$ cat src/rtl/core_if_pc_gen.sv
// core_if_pc_gen: IF-stage PC generator and single-outstanding fetch sequencer; CORE_IF_MISALIGN_CHK_EN traps misaligned redirect targets
`ifndef CORE_PC_WIDTH
`define CORE_PC_WIDTH 32
`endif
module core_if_pc_gen #(
  parameter logic [`CORE_PC_WIDTH-1:0] RESET_PC = 32'h8000_0000
) (
  input  logic                      clk,
  input  logic                      rst,
  input  logic                      branch_jump,
  input  logic [`CORE_PC_WIDTH-1:0] bj_pc,
  output logic                      ifu_req_valid,
  input  logic                      ifu_req_ready,
  output logic [`CORE_PC_WIDTH-1:0] ifu_req_addr,
  input  logic                      ifu_rsp_valid,
  input  logic [31:0]               ifu_rsp_inst,
  output logic                      if_valid,
  input  logic                      id_ready,
  output logic [`CORE_PC_WIDTH-1:0] if_pc,
  output logic [31:0]               if_inst
`ifdef CORE_IF_MISALIGN_CHK_EN
  , output logic                    if_misalign
`endif
);
  localparam int W = `CORE_PC_WIDTH;
  localparam logic [31:0] NOP = 32'h0000_0013;
  typedef enum logic [2:0] {IDLE, REQ, WAIT, HOLD, HALT} state_t;
  state_t state, state_nxt;
  logic [W-1:0] pc, pc_nxt, addr, if_pc_nxt;
  logic [31:0] skid, skid_nxt, if_inst_nxt;
  logic drop, drop_nxt, if_valid_nxt, acc, busy, free, bad;
  assign ifu_req_valid = state == REQ;
  assign ifu_req_addr = addr;
  assign acc = ifu_req_valid & ifu_req_ready;
  assign free = !if_valid | id_ready;
  assign busy = (((state == WAIT) | ((state == HALT) & drop)) & !ifu_rsp_valid) | acc;
`ifdef CORE_IF_MISALIGN_CHK_EN
  assign bad = bj_pc[1:0] != 2'b00;
`else
  assign bad = 1'b0;
`endif
  always_comb begin
    state_nxt = state;
    pc_nxt = pc;
    drop_nxt = drop;
    skid_nxt = skid;
    if_valid_nxt = if_valid & !id_ready;
    if_pc_nxt = if_pc;
    if_inst_nxt = if_inst;
    if (branch_jump) begin
      pc_nxt = bj_pc;
      if_valid_nxt = bad;
      if_pc_nxt = bad ? bj_pc : if_pc;
      if_inst_nxt = bad ? NOP : if_inst;
      drop_nxt = busy | (!bad & (state == REQ));
      state_nxt = bad ? HALT : ((state == REQ) & !acc) ? REQ : busy ? WAIT : REQ;
    end else begin
      case (state)
        IDLE: state_nxt = REQ;
        REQ: state_nxt = acc ? WAIT : REQ;
        WAIT: if (ifu_rsp_valid) begin
          drop_nxt = 1'b0;
          skid_nxt = ifu_rsp_inst;
          state_nxt = (drop | free) ? REQ : HOLD;
          if (!drop & free) begin
            if_valid_nxt = 1'b1;
            if_pc_nxt = pc;
            if_inst_nxt = ifu_rsp_inst;
            pc_nxt = pc + W'(4);
          end
        end
        HOLD: if (id_ready) begin
          if_valid_nxt = 1'b1;
          if_pc_nxt = pc;
          if_inst_nxt = skid;
          pc_nxt = pc + W'(4);
          state_nxt = REQ;
        end
        default: drop_nxt = drop & !ifu_rsp_valid;
      endcase
    end
  end
  always_ff @(posedge clk) begin
    if (rst) begin
      state <= IDLE;
      pc <= RESET_PC;
      addr <= RESET_PC;
      drop <= 1'b0;
      skid <= NOP;
      if_valid <= 1'b0;
      if_pc <= '0;
      if_inst <= NOP;
    end else begin
      state <= state_nxt;
      pc <= pc_nxt;
      addr <= (state == REQ) ? addr : pc_nxt;
      drop <= drop_nxt;
      skid <= skid_nxt;
      if_valid <= if_valid_nxt;
      if_pc <= if_pc_nxt;
      if_inst <= if_inst_nxt;
    end
  end
`ifdef CORE_IF_MISALIGN_CHK_EN
  always_ff @(posedge clk) begin
    if_misalign <= !rst & (branch_jump ? bad : (if_misalign & if_valid_nxt));
  end
`endif
endmodule

$ cat config.mk
export PLATFORM = sky130hd
export DESIGN_NAME = core_if_pc_gen
export DESIGN_NICKNAME = d
export VERILOG_FILES = /design/src/rtl/core_if_pc_gen.sv
export SDC_FILE = /design/constraint.sdc
export NUM_CORES = 1
export LEC_CHECK = 0
export ABC_AREA = 0
export CORE_MARGIN = 4
export CORE_UTILIZATION = 35
export CTS_CLUSTER_DIAMETER = 150
export DETAILED_ROUTE_END_ITERATION = 10
export HOLD_SLACK_MARGIN = 0.06
export PLACE_DENSITY = 0.7
export SYNTH_ARGS = -nofsm -noshare
export SYNTH_HDL_FRONTEND = slang
export SYNTH_SLANG_ARGS = --single-unit
$ cat constraint.sdc
create_clock -name clk -period 1.95 [get_ports clk]
set_clock_uncertainty 0.15 [all_clocks]
set_input_delay 0.2925 -clock clk [delete_from_list [all_inputs] [get_ports clk]]
set_output_delay 0.2925 -clock clk [all_outputs]
set_load 0.005 [all_outputs]
======== Word-level counts from Yosys, hierarchy flattened ========
Cells that the tools add are included.
word-level totals
  register bits after elaboration ......... 165
  input bits .............................. 70
  output and inout port bits .............. 98
  word-level logic and storage cells ...... 74
cells by class
  add/sub/neg operators ................... 1
  equal/unequal tests ..................... 10
  multiplexer cells ....................... 28
  bitwise operators ....................... 13
  reduce and logical (&&, ||, !) cells .... 14
operators by type and width
  kind                     number
  $mux W32                 10
  $pmux W32 S2             3
  $add A32 B3 Y32 const B  1
  $pmux W3 S4              1
  $mux W3                  3
  $mux W2                  4
  $and A1 B1 Y1            7
  $eq A3 B2 Y1 const B     2
  $ne A3 B3 Y1 const B     2
  $reduce_and A3 Y1        2
  $logic_not A1 Y1         5
  $mux W1                  5
  $or A1 B1 Y1             5
  $reduce_and A5 Y1        1
  $reduce_bool A5 Y1       1
  $ne A2 B1 Y1 const B     2
  $ne A2 B2 Y1 const B     2
  $pmux W1 S2              2
  $eq A3 B1 Y1 const B     1
  $eq A3 B3 Y1 const B     1
  $logic_not A3 Y1         1
  $reduce_or A3 Y1         1
  $reduce_and A2 Y1        1
  $reduce_bool A2 Y1       1
  2 further kinds          2

======== Depth between registers and ports, before layout ========
  word-level depth ........................ 8
  gate-level depth with buffers ........... 10
  mapped depth without buffers ............ 7

======== Worst setup path after synthesis ========
Ideal clock, no wire load.
  path kind ............................... reg-to-reg
  from .................................... register state[0]
  to ...................................... register addr[15] (netlist: ifu_req_addr[15])
  setup time .............................. 138 ps
  arrival ................................. 1,791 ps
  data required time ...................... 1,662 ps
  path slack .............................. -130 ps
  stages on the path, launching flop included .. 9
  path buffers ............................ 1
  period minus slack after synthesis ...... 2,080 ps
  cell sequence ........................... dfxtp_1 -> inv_1 -> ha_1 -> and3b_1 -> o21ai_1 -> clkbuf_1 -> nor3b_1 -> a211oi_1 -> o32ai_1
between the ends
  word-level cells in the longest chain between the ends .. 3
  elaborated cells between the ends (all ways) .. 5
  those cells by class .................... eq/ne: 3; mux: 2
ends and longest elaborated chain
  element                 line  source
  from (decl)             28    state_t state, state_nxt;
  from (signal assigned)  94    state <= state_nxt;
  $eq A3 B2 Y1            58    case (state)
  $pmux W32 S2            58
  $mux W32                50    if (branch_jump) begin
  to (signal assigned)    96    addr <= (state == REQ) ? addr : pc_nxt;
  to (decl)               29    logic [W-1:0] pc, pc_nxt, addr, if_pc_nxt;
Several ways; a longest one is shown, not always the timed one.
A chain may end at the register's enable or synchronous reset.

======== Worst setup path in the final report ========
  from .................................... register state[0]
  to ...................................... register if_inst[8]
between the ends
  word-level cells in the longest chain between the ends .. 3
  elaborated cells between the ends (all ways) .. 8
  those cells by class .................... eq/ne: 5; mux: 1; reduce/logical: 2
ends and longest elaborated chain
  element                                                line  source
  $eq A3 B2 Y1                                           58
  $ne A2 B1 Y1 (no source line) (tied with other cells)  -
  $reduce_and A5 Y1 (no source line)                     -
  to (signal assigned)                                   101   if_inst <= if_inst_nxt;
  to (decl)                                              20    output logic [31:0] if_inst
Several ways; a longest one is shown, not always the timed one.

==> metrics.txt <==
# TYPE chip_impl_metric gauge
chip_impl_metric{name="cts_hold_buf",unit=""} 0
chip_impl_metric{name="synth-edff-count",unit=""} 0
chip_impl_metric{name="vias_in_the_first_global_route",unit=""} 7098
chip_impl_metric{name="cp.arrival",unit="ps"} 2330
chip_impl_info{name="ys_dominant_reg_cell",value="sky130_fd_sc_hd__dfxtp_1"} 1
chip_impl_metric{name="numPortBuffers",unit=""} 167
chip_impl_metric{name="worst_setup_hold_path_clk_slew",unit="ps"} 70
chip_impl_metric{name="number_of_design_rule_violations_left_after_detail_routing",unit=""} 0
chip_impl_metric{name="synth_area",unit="um^2"} 7190
chip_impl_metric{name="placedInstanceArea",unit="um^2"} 9830
chip_impl_metric{name="worst_ir_drop_vdd",unit="uV"} 713
chip_impl_metric{name="fmax",unit="MHz"} 469
chip_impl_metric{name="floorplan.initialDensity",unit=""} 0.356
chip_impl_info{name="end_kind",value="register"} 1
chip_impl_info{name="run_status",value="finished, violations left"} 1
chip_impl_metric{name="path_buf_inv",unit=""} 6
chip_impl_metric{name="die-height",unit="um"} 151
chip_impl_info{name="root_buffer",value="sky130_fd_sc_hd__clkbuf_16"} 1
chip_impl_metric{name="synth_warnings",unit=""} 0
chip_impl_metric{name="grt_antenna_before_repair",unit=""} 1
chip_impl_metric{name="ys_ff_latch",unit=""} 164
chip_impl_metric{name="gp_routability_congestion",unit=""} 0.900
chip_impl_metric{name="largest_net_degree_at_the_start_of_global_routing",unit=""} 56
chip_impl_metric{name="drt_wl_total",unit="um"} 25800
chip_impl_metric{name="detail_route.first_pass.iterations",unit=""} 5
chip_impl_metric{name="synth.lib_cells_used.distinct",unit=""} 69
chip_impl_info{name="synth_area_leaders",value="sky130_fd_sc_hd__dfxtp_1, sky130_fd_sc_hd__nand2_1, sky130_fd_sc_hd__a21oi_1"} 1
chip_impl_metric{name="synth.avg_cell_area",unit="um^2"} 8.33
chip_impl_info{name="hold_start",value="rst"} 1
chip_impl_info{name="grt_setup_unrepaired",value="true"} 1
chip_impl_metric{name="detailroute.via_count",unit=""} 7532
chip_impl_metric{name="post-synth-top-area-fraction",unit=""} 0.456
chip_impl_metric{name="post_route_cells_drive_above_1_share",unit=""} 0.264
chip_impl_metric{name="fillers",unit=""} 1703
chip_impl_metric{name="critical-path-max-stage-delay",unit="ps"} 390
chip_impl_info{name="start_kind",value="register"} 1
chip_impl_metric{name="final_period_demand_of_the_worst_path",unit="ps"} 2130
chip_impl_metric{name="drt-initial-drc-count",unit=""} 514
chip_impl_info{name="startpoint",value="state[0]$_SDFFE_PP0P_"} 1
chip_impl_metric{name="dieArea",unit="um^2"} 22900
chip_impl_info{name="synth_largest_area_cell",value="sky130_fd_sc_hd__dfxtp_1"} 1
chip_impl_metric{name="dpl.hpwl",unit="um"} 15600
chip_impl_metric{name="cp_data_required_time",unit="ps"} 2150
chip_impl_info{name="path_delay_family",value="buffers and inverters"} 1
chip_impl_info{name="yosys.cell_count.top_type",value="sky130_fd_sc_hd__dfxtp_1"} 1
chip_impl_metric{name="final_hold_viol_count",unit=""} 0
chip_impl_metric{name="groute.usage.overall",unit=""} 0.203
chip_impl_metric{name="critical_path.max_fanout",unit=""} 9
chip_impl_info{name="worst-setup-path-type",value="reg -> reg"} 1
chip_impl_metric{name="floorplan.die.width",unit="um"} 151
chip_impl_metric{name="syn_to_final_growth",unit="%"} 60.9
chip_impl_metric{name="design_area",unit="um^2"} 11600
chip_impl_info{name="synth_commonest_cells",value="sky130_fd_sc_hd__dfxtp_1, sky130_fd_sc_hd__nand2_1, sky130_fd_sc_hd__a21oi_1"} 1
chip_impl_metric{name="max-clock-path-buffers",unit=""} 2
chip_impl_metric{name="max_cap_violations",unit=""} 0
chip_impl_metric{name="total_power",unit="mW"} 11.2
chip_impl_metric{name="layout_worst_path_cycle_share",unit=""} 1.09
chip_impl_metric{name="postSynthNetCount",unit=""} 939
chip_impl_metric{name="route.detailed.vias_per_inst",unit=""} 5.41
chip_impl_metric{name="powerDensity",unit="nW/um^2"} 964
chip_impl_metric{name="skew_pair_late_insertion_delay",unit="ps"} 430
chip_impl_metric{name="grt_remaining_overflow",unit=""} 0
chip_impl_metric{name="post_synth_inst_count",unit=""} 864
chip_impl_metric{name="leakagePower",unit="nW"} 4.04
chip_impl_metric{name="timing.final.max_slew_violations",unit=""} 0
chip_impl_metric{name="setup_viol",unit=""} 114
chip_impl_info{name="worstPathCellList",value="inv_4 -> ha_4 -> and3b_2 -> buf_6 -> a22oi_4 -> buf_12 -> nor2_4 -> buf_12 -> buf_16 -> buf_6 -> a211oi_2"} 1
chip_impl_info{name="crit_path_top_delay_cell",value="sky130_fd_sc_hd__dfxtp_4"} 1
chip_impl_metric{name="cts_made_buffers",unit=""} 17
chip_impl_metric{name="synthArstFlopShare",unit=""} 0
chip_impl_metric{name="pre_cts_ws",unit="ps"} -562
chip_impl_metric{name="total_neg_setup_slack",unit="ps"} -11510
chip_impl_metric{name="worst_slew_margin_rel",unit=""} 0.625
chip_impl_metric{name="rows",unit=""} 52
chip_impl_info{name="cts_tree",value="done"} 1
chip_impl_metric{name="antenna_violation_net_count_after_detailed_routing",unit=""} 0
chip_impl_info{name="hold_class",value="in -> reg"} 1
chip_impl_metric{name="ys_seq_area_frac",unit=""} 0.456
chip_impl_metric{name="grt_pass1_wl",unit="um"} 36800
chip_impl_metric{name="cts_sinks",unit=""} 164
chip_impl_metric{name="net_total_in_the_final_layout",unit=""} 1184
chip_impl_info{name="worst_r2r_startpoint",value="state[0]$_SDFFE_PP0P_"} 1
chip_impl_info{name="violations_in_the_final_reports",value="setup timing"} 1
chip_impl_metric{name="design.portCount",unit=""} 168
chip_impl_metric{name="fin_ws",unit="ps"} -180
chip_impl_metric{name="floorplan.core_area",unit="um^2"} 20200
chip_impl_metric{name="timing_worst_slew_pin_value",unit="ps"} 562
chip_impl_metric{name="htree_levels",unit=""} 4
chip_impl_metric{name="wl_per_cell",unit="um"} 18.5
[where the power goes]
group          internal [mW]  switching [mW]  total (mW)
registers               3.74           0.287        4.02
clock network           2.16            1.41        3.57
logic                   1.83            1.73        3.56
[path summary, 6_finish.rpt]
kind | end | slack [ps] | depth (start not counted)
max reg2reg | if_inst[8]$_SDFFE_PP0P_ | -180 | 11
min | pc[30]$_SDFF_PP0_ | 160 | 2
min reg2reg | if_pc[22]$_SDFFE_PP0P_ | 300 | 2
max | if_inst[8]$_SDFFE_PP0P_ | -180 | 11
[metrics by stage]
stage	instances	utilization	hold WS [ps]
after CTS	1379	0.543	112
after detailed placement	1330	0.486	296
after floorplan	864	-	267
final	1393	0.572	163
after global placement	1330	0.486	291
after global routing	1393	0.572	169
[flip-flops by register name, summed over array words and instances, names as in the netlist]
| name | count |
|---|---|
| skid | 32 |
| drop | 1 |
| if_valid | 1 |
| pc | 32 |
| ifu_req_addr | 32 |
| state | 2 |
| if_pc | 32 |
| if_inst | 32 |
[cell type report]
class,instances,area (um^2),area share
multi-input cells,621,4260,0.368
flip-flops and latches,164,3290,0.285
repair buffers,298,3020,0.261
clock buffers,22,484,0.0418
inverters,7,28.8,0.00249
well taps,270,338,0.0292
clock inverters,10,143,0.0123
diodes,1,2.50,0.000216
[what timing repair did]
action,4_1_cts,5_1_grt
gates cloned,4,7
pin swaps,36,33
buffers inserted,13,8
resized for setup,71,99
endpoints found under the setup margin,125,126
[layer usage]
layer  share of wire  routed length [um]  vias to the layer above  track usage
met4           0.028                 729                        0       0.0725
met5               0                   0                        -            0
li1                -                   -                     3598            -
met1            0.41               10500                     3538        0.257
met3           0.083                2130                       65       0.0575
met2            0.48               12400                      331        0.331
[cells by family (layout without fill, tap and decap cells)]
group,after synthesis,after routing,share of synthesized area
DFF,164,164,0.456
AOI/OAI and AO/OA,225,226,0.206
muxes,38,38,0.0529
other,0,1,0
and+or+nand+nor,350,350,0.228
buffers and inverters,80,337,0.0456
adders and majority gates,5,5,0.00870
xor gates and xnor gates,2,2,0.00244
[cells in the final DEF, fill, tap and decap left out, types with 5 or more instances in the layout]
cell type                         netlist  routed
sky130_fd_sc_hd__clkdlybuf4s50_1        0     164
sky130_fd_sc_hd__dfxtp_1              164     160
sky130_fd_sc_hd__nand2_1              161     155
sky130_fd_sc_hd__buf_4                  2      92
sky130_fd_sc_hd__a21oi_1               88      78
sky130_fd_sc_hd__nor2_1                82      63
sky130_fd_sc_hd__mux2i_1               38      38
sky130_fd_sc_hd__a211oi_2               2      26
sky130_fd_sc_hd__clkbuf_16              0      21
sky130_fd_sc_hd__buf_6                  0      18
sky130_fd_sc_hd__a211oi_1              40      16
sky130_fd_sc_hd__nor2_2                 1      14
sky130_fd_sc_hd__nor3_1                14      12
sky130_fd_sc_hd__nand3_1               14      10
sky130_fd_sc_hd__nand4_1               10      10
sky130_fd_sc_hd__a21oi_2                1      10
sky130_fd_sc_hd__buf_12                 0      10
sky130_fd_sc_hd__and2_1                13       9
sky130_fd_sc_hd__o21ai_0                8       8
sky130_fd_sc_hd__and3_1                 9       7
sky130_fd_sc_hd__o211ai_1               7       7
sky130_fd_sc_hd__a31oi_1               11       6
sky130_fd_sc_hd__and4_1                 8       6
sky130_fd_sc_hd__nand2_2                0       6
sky130_fd_sc_hd__nor2_4                 0       6
sky130_fd_sc_hd__inv_1                  6       5
sky130_fd_sc_hd__nand3b_1               5       5
sky130_fd_sc_hd__or4_1                  5       5
sky130_fd_sc_hd__o22ai_1                5       5
sky130_fd_sc_hd__a311oi_1               7       5
(Power assumes the default switching activity.)
